--- src/rtl/bsd_serial_framer.sv ---
// Serial-to-parallel framer: assembles WIDTH-bit frames from a qualified bit
// stream and hands them downstream through a one-entry valid/ready buffer.
module bsd_serial_framer #(
    parameter int WIDTH     = 8,
    parameter bit MSB_FIRST = 1'b1
) (
    input  logic             clk,
    input  logic             rst_n,
    input  logic             bit_in,
    input  logic             bit_valid,
    input  logic             frame_start,
    output logic [WIDTH-1:0] word_out,
    output logic             word_valid,
    input  logic             word_ready,
    output logic             overrun,
    input  logic             clr_ovf,
    output logic [7:0]       frame_count,
    output logic             busy
);

    localparam int CW = (WIDTH > 2) ? $clog2(WIDTH) : 1;
    localparam logic [CW-1:0] ZERO_CNT = {CW{1'b0}};
    localparam logic [CW-1:0] ONE_CNT  = CW'(1);
    localparam logic [CW-1:0] LAST_CNT = CW'(WIDTH - 1);

    typedef enum logic {
        BUF_EMPTY = 1'b0,
        BUF_FULL  = 1'b1
    } buf_state_t;

    buf_state_t       state_r, state_s;
    logic [WIDTH-1:0] sh_r, sh_s, shifted_s;
    logic [WIDTH-1:0] word_r, word_s;
    logic [CW-1:0]    cnt_r, cnt_s;
    logic             ovf_r, ovf_s;
    logic [7:0]       count_r, count_s;
    logic             done_s;
    logic             xfer_s;

    // Shift-register image once the current bit is accepted; also the completed word.
    always_comb begin
        shifted_s = {WIDTH{1'b0}};
        if (MSB_FIRST) begin
            shifted_s = {sh_r[WIDTH-2:0], bit_in};
        end else begin
            shifted_s = {bit_in, sh_r[WIDTH-1:1]};
        end
    end

    // Framing: bit counter, shift register and frame-completion strobe.
    always_comb begin
        sh_s   = sh_r;
        cnt_s  = cnt_r;
        done_s = 1'b0;
        if (frame_start) begin
            if (bit_valid) begin
                sh_s  = shifted_s;
                cnt_s = ONE_CNT;
            end else begin
                cnt_s = ZERO_CNT;
            end
        end else if (bit_valid) begin
            sh_s = shifted_s;
            if (cnt_r == LAST_CNT) begin
                cnt_s  = ZERO_CNT;
                done_s = 1'b1;
            end else begin
                cnt_s = cnt_r + ONE_CNT;
            end
        end else begin
            sh_s = sh_r;
        end
    end

    // Output buffer FSM, overrun flag and delivered-frame counter.
    always_comb begin
        state_s = state_r;
        word_s  = word_r;
        ovf_s   = ovf_r;
        count_s = count_r;
        xfer_s  = (state_r == BUF_FULL) && word_ready;
        if (xfer_s) begin
            count_s = count_r + 8'd1;
        end else begin
            count_s = count_r;
        end
        case (state_r)
            BUF_EMPTY: begin
                if (done_s) begin
                    state_s = BUF_FULL;
                    word_s  = shifted_s;
                end else begin
                    state_s = BUF_EMPTY;
                end
            end
            BUF_FULL: begin
                if (done_s && xfer_s) begin
                    word_s = shifted_s;
                end else if (xfer_s) begin
                    state_s = BUF_EMPTY;
                end else begin
                    state_s = BUF_FULL;
                end
            end
            default: begin
                state_s = BUF_EMPTY;
            end
        endcase
        // A dropped frame beats a simultaneous clear.
        if (done_s && (state_r == BUF_FULL) && !word_ready) begin
            ovf_s = 1'b1;
        end else if (clr_ovf) begin
            ovf_s = 1'b0;
        end else begin
            ovf_s = ovf_r;
        end
    end

    // State registers with synchronous active-low reset.
    always_ff @(posedge clk) begin
        if (!rst_n) begin
            state_r <= BUF_EMPTY;
            sh_r    <= {WIDTH{1'b0}};
            cnt_r   <= ZERO_CNT;
            word_r  <= {WIDTH{1'b0}};
            ovf_r   <= 1'b0;
            count_r <= 8'd0;
        end else begin
            state_r <= state_s;
            sh_r    <= sh_s;
            cnt_r   <= cnt_s;
            word_r  <= word_s;
            ovf_r   <= ovf_s;
            count_r <= count_s;
        end
    end

    assign word_out    = word_r;
    assign word_valid  = (state_r == BUF_FULL);
    assign overrun     = ovf_r;
    assign frame_count = count_r;
    assign busy        = (cnt_r != ZERO_CNT);

endmodule

--- config.mk ---
export PLATFORM = sky130hd
export DESIGN_NAME = bsd_serial_framer
export DESIGN_NICKNAME = d
export VERILOG_FILES = /design/src/rtl/bsd_serial_framer.sv
export SDC_FILE = /design/constraint.sdc
export NUM_CORES = 1
export LEC_CHECK = 0
export ABC_AREA = 1
export CORE_UTILIZATION = 25
export CTS_CLUSTER_DIAMETER = 40
export CTS_CLUSTER_SIZE = 8
export DETAILED_ROUTE_END_ITERATION = 6
export PLACE_DENSITY = 0.47
export SLEW_MARGIN = 25
export SYNTH_ARGS = -nofsm -noshare
export SYNTH_HDL_FRONTEND = slang
export SYNTH_SLANG_ARGS = --single-unit
--- constraint.sdc ---
create_clock -name clk -period 1.5 [get_ports clk]
set_input_delay 0.3 -clock clk [delete_from_list [all_inputs] [get_ports clk]]
set_output_delay 0.3 -clock clk [all_outputs]
set_load 0.02 [all_outputs]
==> results_dict.tcl <==
set metrics [dict create \
    synthesis.instances 153 \
    hpwl_um 1900 \
    seqPwrFrac_pct 53.0 \
    grt_max_degree 17 \
    grt_pass1_vias 1038 \
    nFillCells 469 \
    synth.net_count 164 \
    gp_congestion 0.794 \
    yosysWarnings 0 \
    period_needed_ns 1.40 \
    ys_seq_area_share_pct 46.7 \
    nets 198 \
    finalMaxSlewViolations 0 \
    grt_first_pass_wirelength_um 4420 \
    netSwitchingPower_mw 0.296 \
    io_pins 26 \
    die-area_um2 5080 \
    hp-class "reg -> reg" \
    antenna_cells 0 \
    clockPowerShare_pct 40.6 \
    slew_headroom_pct 74.1 \
    outcome "finished with violations" \
    port_buffers 25 \
    ant_nets 0 \
    cts_hold_buf 0 \
    finalSetupViolations 0 \
    crit_slowest_cell "dfxtp_2" \
    fin_hold_ws_ns 0.496 \
    critPathBufInv 2 \
    finish.utilization_pct 36.5 \
    first_pass_iters 6 \
    numClockSinks 28 \
    fin_setup_tns_ns 0 \
    chipWidth_um 71.3 \
    peakVddDrop_mv 0.642 \
    ys_ff_latch 28 \
    p_leak_nw 0.764 \
    switching_share_pct 20.4 \
    pre_cts_ws_ns -0.0363 \
    initial_core_util_pct 26.8 \
    synthTopCellsByArea "dfxtp_1, nor2_1, inv_1" \
    critPathLaunchType "register" \
    syn_avg_cell_area_um2 7.84 \
    clk_latency_ns 0.27 \
    area.growth.synth_to_final_pct 36.1 \
    dr.first_iter.drc_count 36 \
    vias_per_cell 4.46 \
    yosysTopAreaCell "dfxtp_1" \
    grt_overflow 0 \
    cts_made_buffers 3 \
    syn_area_um2 1200 \
    critPathArrivalTime_ns 1.57 \
    cp.required_ns 1.67 \
    die_h_um 71.3 \
    wire_per_inst_um 11.1 \
    cts-root-buf "clkbuf_8" \
    synthDistinctLibCells 23 \
    failed_checks "design-rule violations" \
    crit_path_max_incr_delay_ns 0.34 \
    rsz0062_at_grt "no" \
    drv_cap 0 \
    crit_type "reg -> reg" \
    final.period_utilization_pct 93.5 \
    cts_tree "built" \
    cp-end-kind "register" \
    setup_slack_ns 0.0978 \
    grt_usage_pct 10.8 \
    worst_pin_slew_ns 0.388 \
    rows 24 \
    dr_total_vias 1062 \
    hold_viol 0 \
    critPathMaxFanout 6 \
    core_um2 4470 \
    critPathTopFamily "flip-flops" \
    clockBufferDepth 2 \
    power_frac_comb_pct 6.4 \
    fin_skew_ns 0.00353 \
    wirelength_um 2630 \
    cts_max_level 1 \
    crit_chain "buf_4 > ha_1 > ha_4 > nand3_4 > buf_6 > nor3_1 > nor2_1" \
    final_layout_size_suffix_gt1_share_pct 15.1 \
    synth_top_area_share_pct 46.7 \
    cts.clk_slew.worst_paths_ns 0.10 \
    drc 3 \
    antenna_found_initial 0 \
    timing.fmax_mhz 713 \
    power-per-cell-area_nw_per_um2 890 \
    intPower_mw 1.16 \
]
==> flip-flops by register name, indices dropped and copies added, names as in the netlist <==
name and count:
cnt_r 3, sh_r 7, word_valid 1, frame_count 8, overrun 1, word_out 8
==> routing by layer <==
layer,vias to the layer above,wire length (um),part of all wire (%),GRT usage [%]
met5,-,0,0,0
met4,0,31,1.2,2.00
met3,4,109,4.1,3.09
met2,20,1270,48,19.5
met1,481,1220,46,12.9
li1,557,-,-,-
==> power groups by stage <==
| stage | clock (mW) | combinational (mW) | sequential [mW] |
|---|---|---|---|
| finish | 0.590 | 0.0935 | 0.770 |
| detailed placement | 0 | 0.0963 | 0.785 |
| global placement | 0 | 0.0939 | 0.785 |
| CTS | 0.623 | 0.0962 | 0.768 |
| floorplan | 0 | 0.0553 | 0.783 |
| global route | 0.648 | 0.105 | 0.773 |
==> cell usage after synthesis <==
cell      number
a211oi_1       1
a21oi_1        7
a21oi_2        1
buf_2          2
buf_4          2
buf_6          1
dfxtp_1       28
ha_1           4
inv_1         16
nand2_1       15
nand2_2        1
nand3_1        5
nand3_2        1
nand3_4        1
nor2_1        34
nor2_2         1
nor2_4         1
nor2_8         1
nor3_1        11
o21ai_0        9
o21ai_1        8
o22ai_1        2
xor2_1         1
==> what timing repair did <==
| item | CTS | global route |
|---|---|---|
| setup endpoints to repair | 19 | 9 |
| pin swaps | 0 | 2 |
| setup buffers | 0 | 3 |
| resized for setup | 21 | 13 |
| hold endpoints to repair | 0 | 0 |
==> logic make-up (layout without fill, tap and decap cells) <==
group	Yosys count	count (layout)	synth area share (%)
simple gates	71	71	27.9
compound gates	28	28	12.4
flops	28	28	46.7
buf+inv	21	54	8.03
fa+ha+maj	4	4	4.17
xor+xnor	1	1	0.730
==> placed cells by master, fill, tap and decap left out, drive strengths merged <==
master         instances
o22ai                  2
dfxtp                 28
clkdlybuf4s50          6
xor2                   1
clkbuf                 3
a21oi                  8
nand3                  7
dlygate4sd2           18
o21ai                 17
ha                     4
inv                   16
nand2                 16
a211oi                 1
bufinv                 1
buf                   10
nor3                  11
nor2                  37
==> final timing paths <==
path,start,to,slack (ns),cells past startpoint
setup / recovery,cnt_r[0],word_out[2],0.1,7
hold reg to reg,overrun,overrun,0.50,2
setup reg to reg,cnt_r[0],word_out[2],0.1,7
hold / removal,overrun,overrun,0.50,2
==> tightest hold or removal path, cell delays in order, from the launching register on <==
cell     delay, ns
dfxtp_1       0.32
nand2_1       0.09
a21oi_2       0.05
==> through the flow <==
step	std cells	cell area [um2]	total power [mW]
after floorplan	153	1200	0.839
after global placement	231	1520	0.879
after detailed placement	231	1520	0.881
after CTS	235	1570	1.49
after global routing	238	1630	1.53
final	238	1630	1.45
==> layout make-up <==
type	instances	area, um2	area share (%)
clock buffers	3	41.3	2.53
flip-flops and latches	28	562	34.4
inverters	16	60.1	3.68
clock inverters	1	30.0	1.84
well taps	52	65.1	3.98
repair buffers	34	294	18.0
multi-input cells	104	581	35.6
Note: power is estimated with default switching activity, not from simulation.
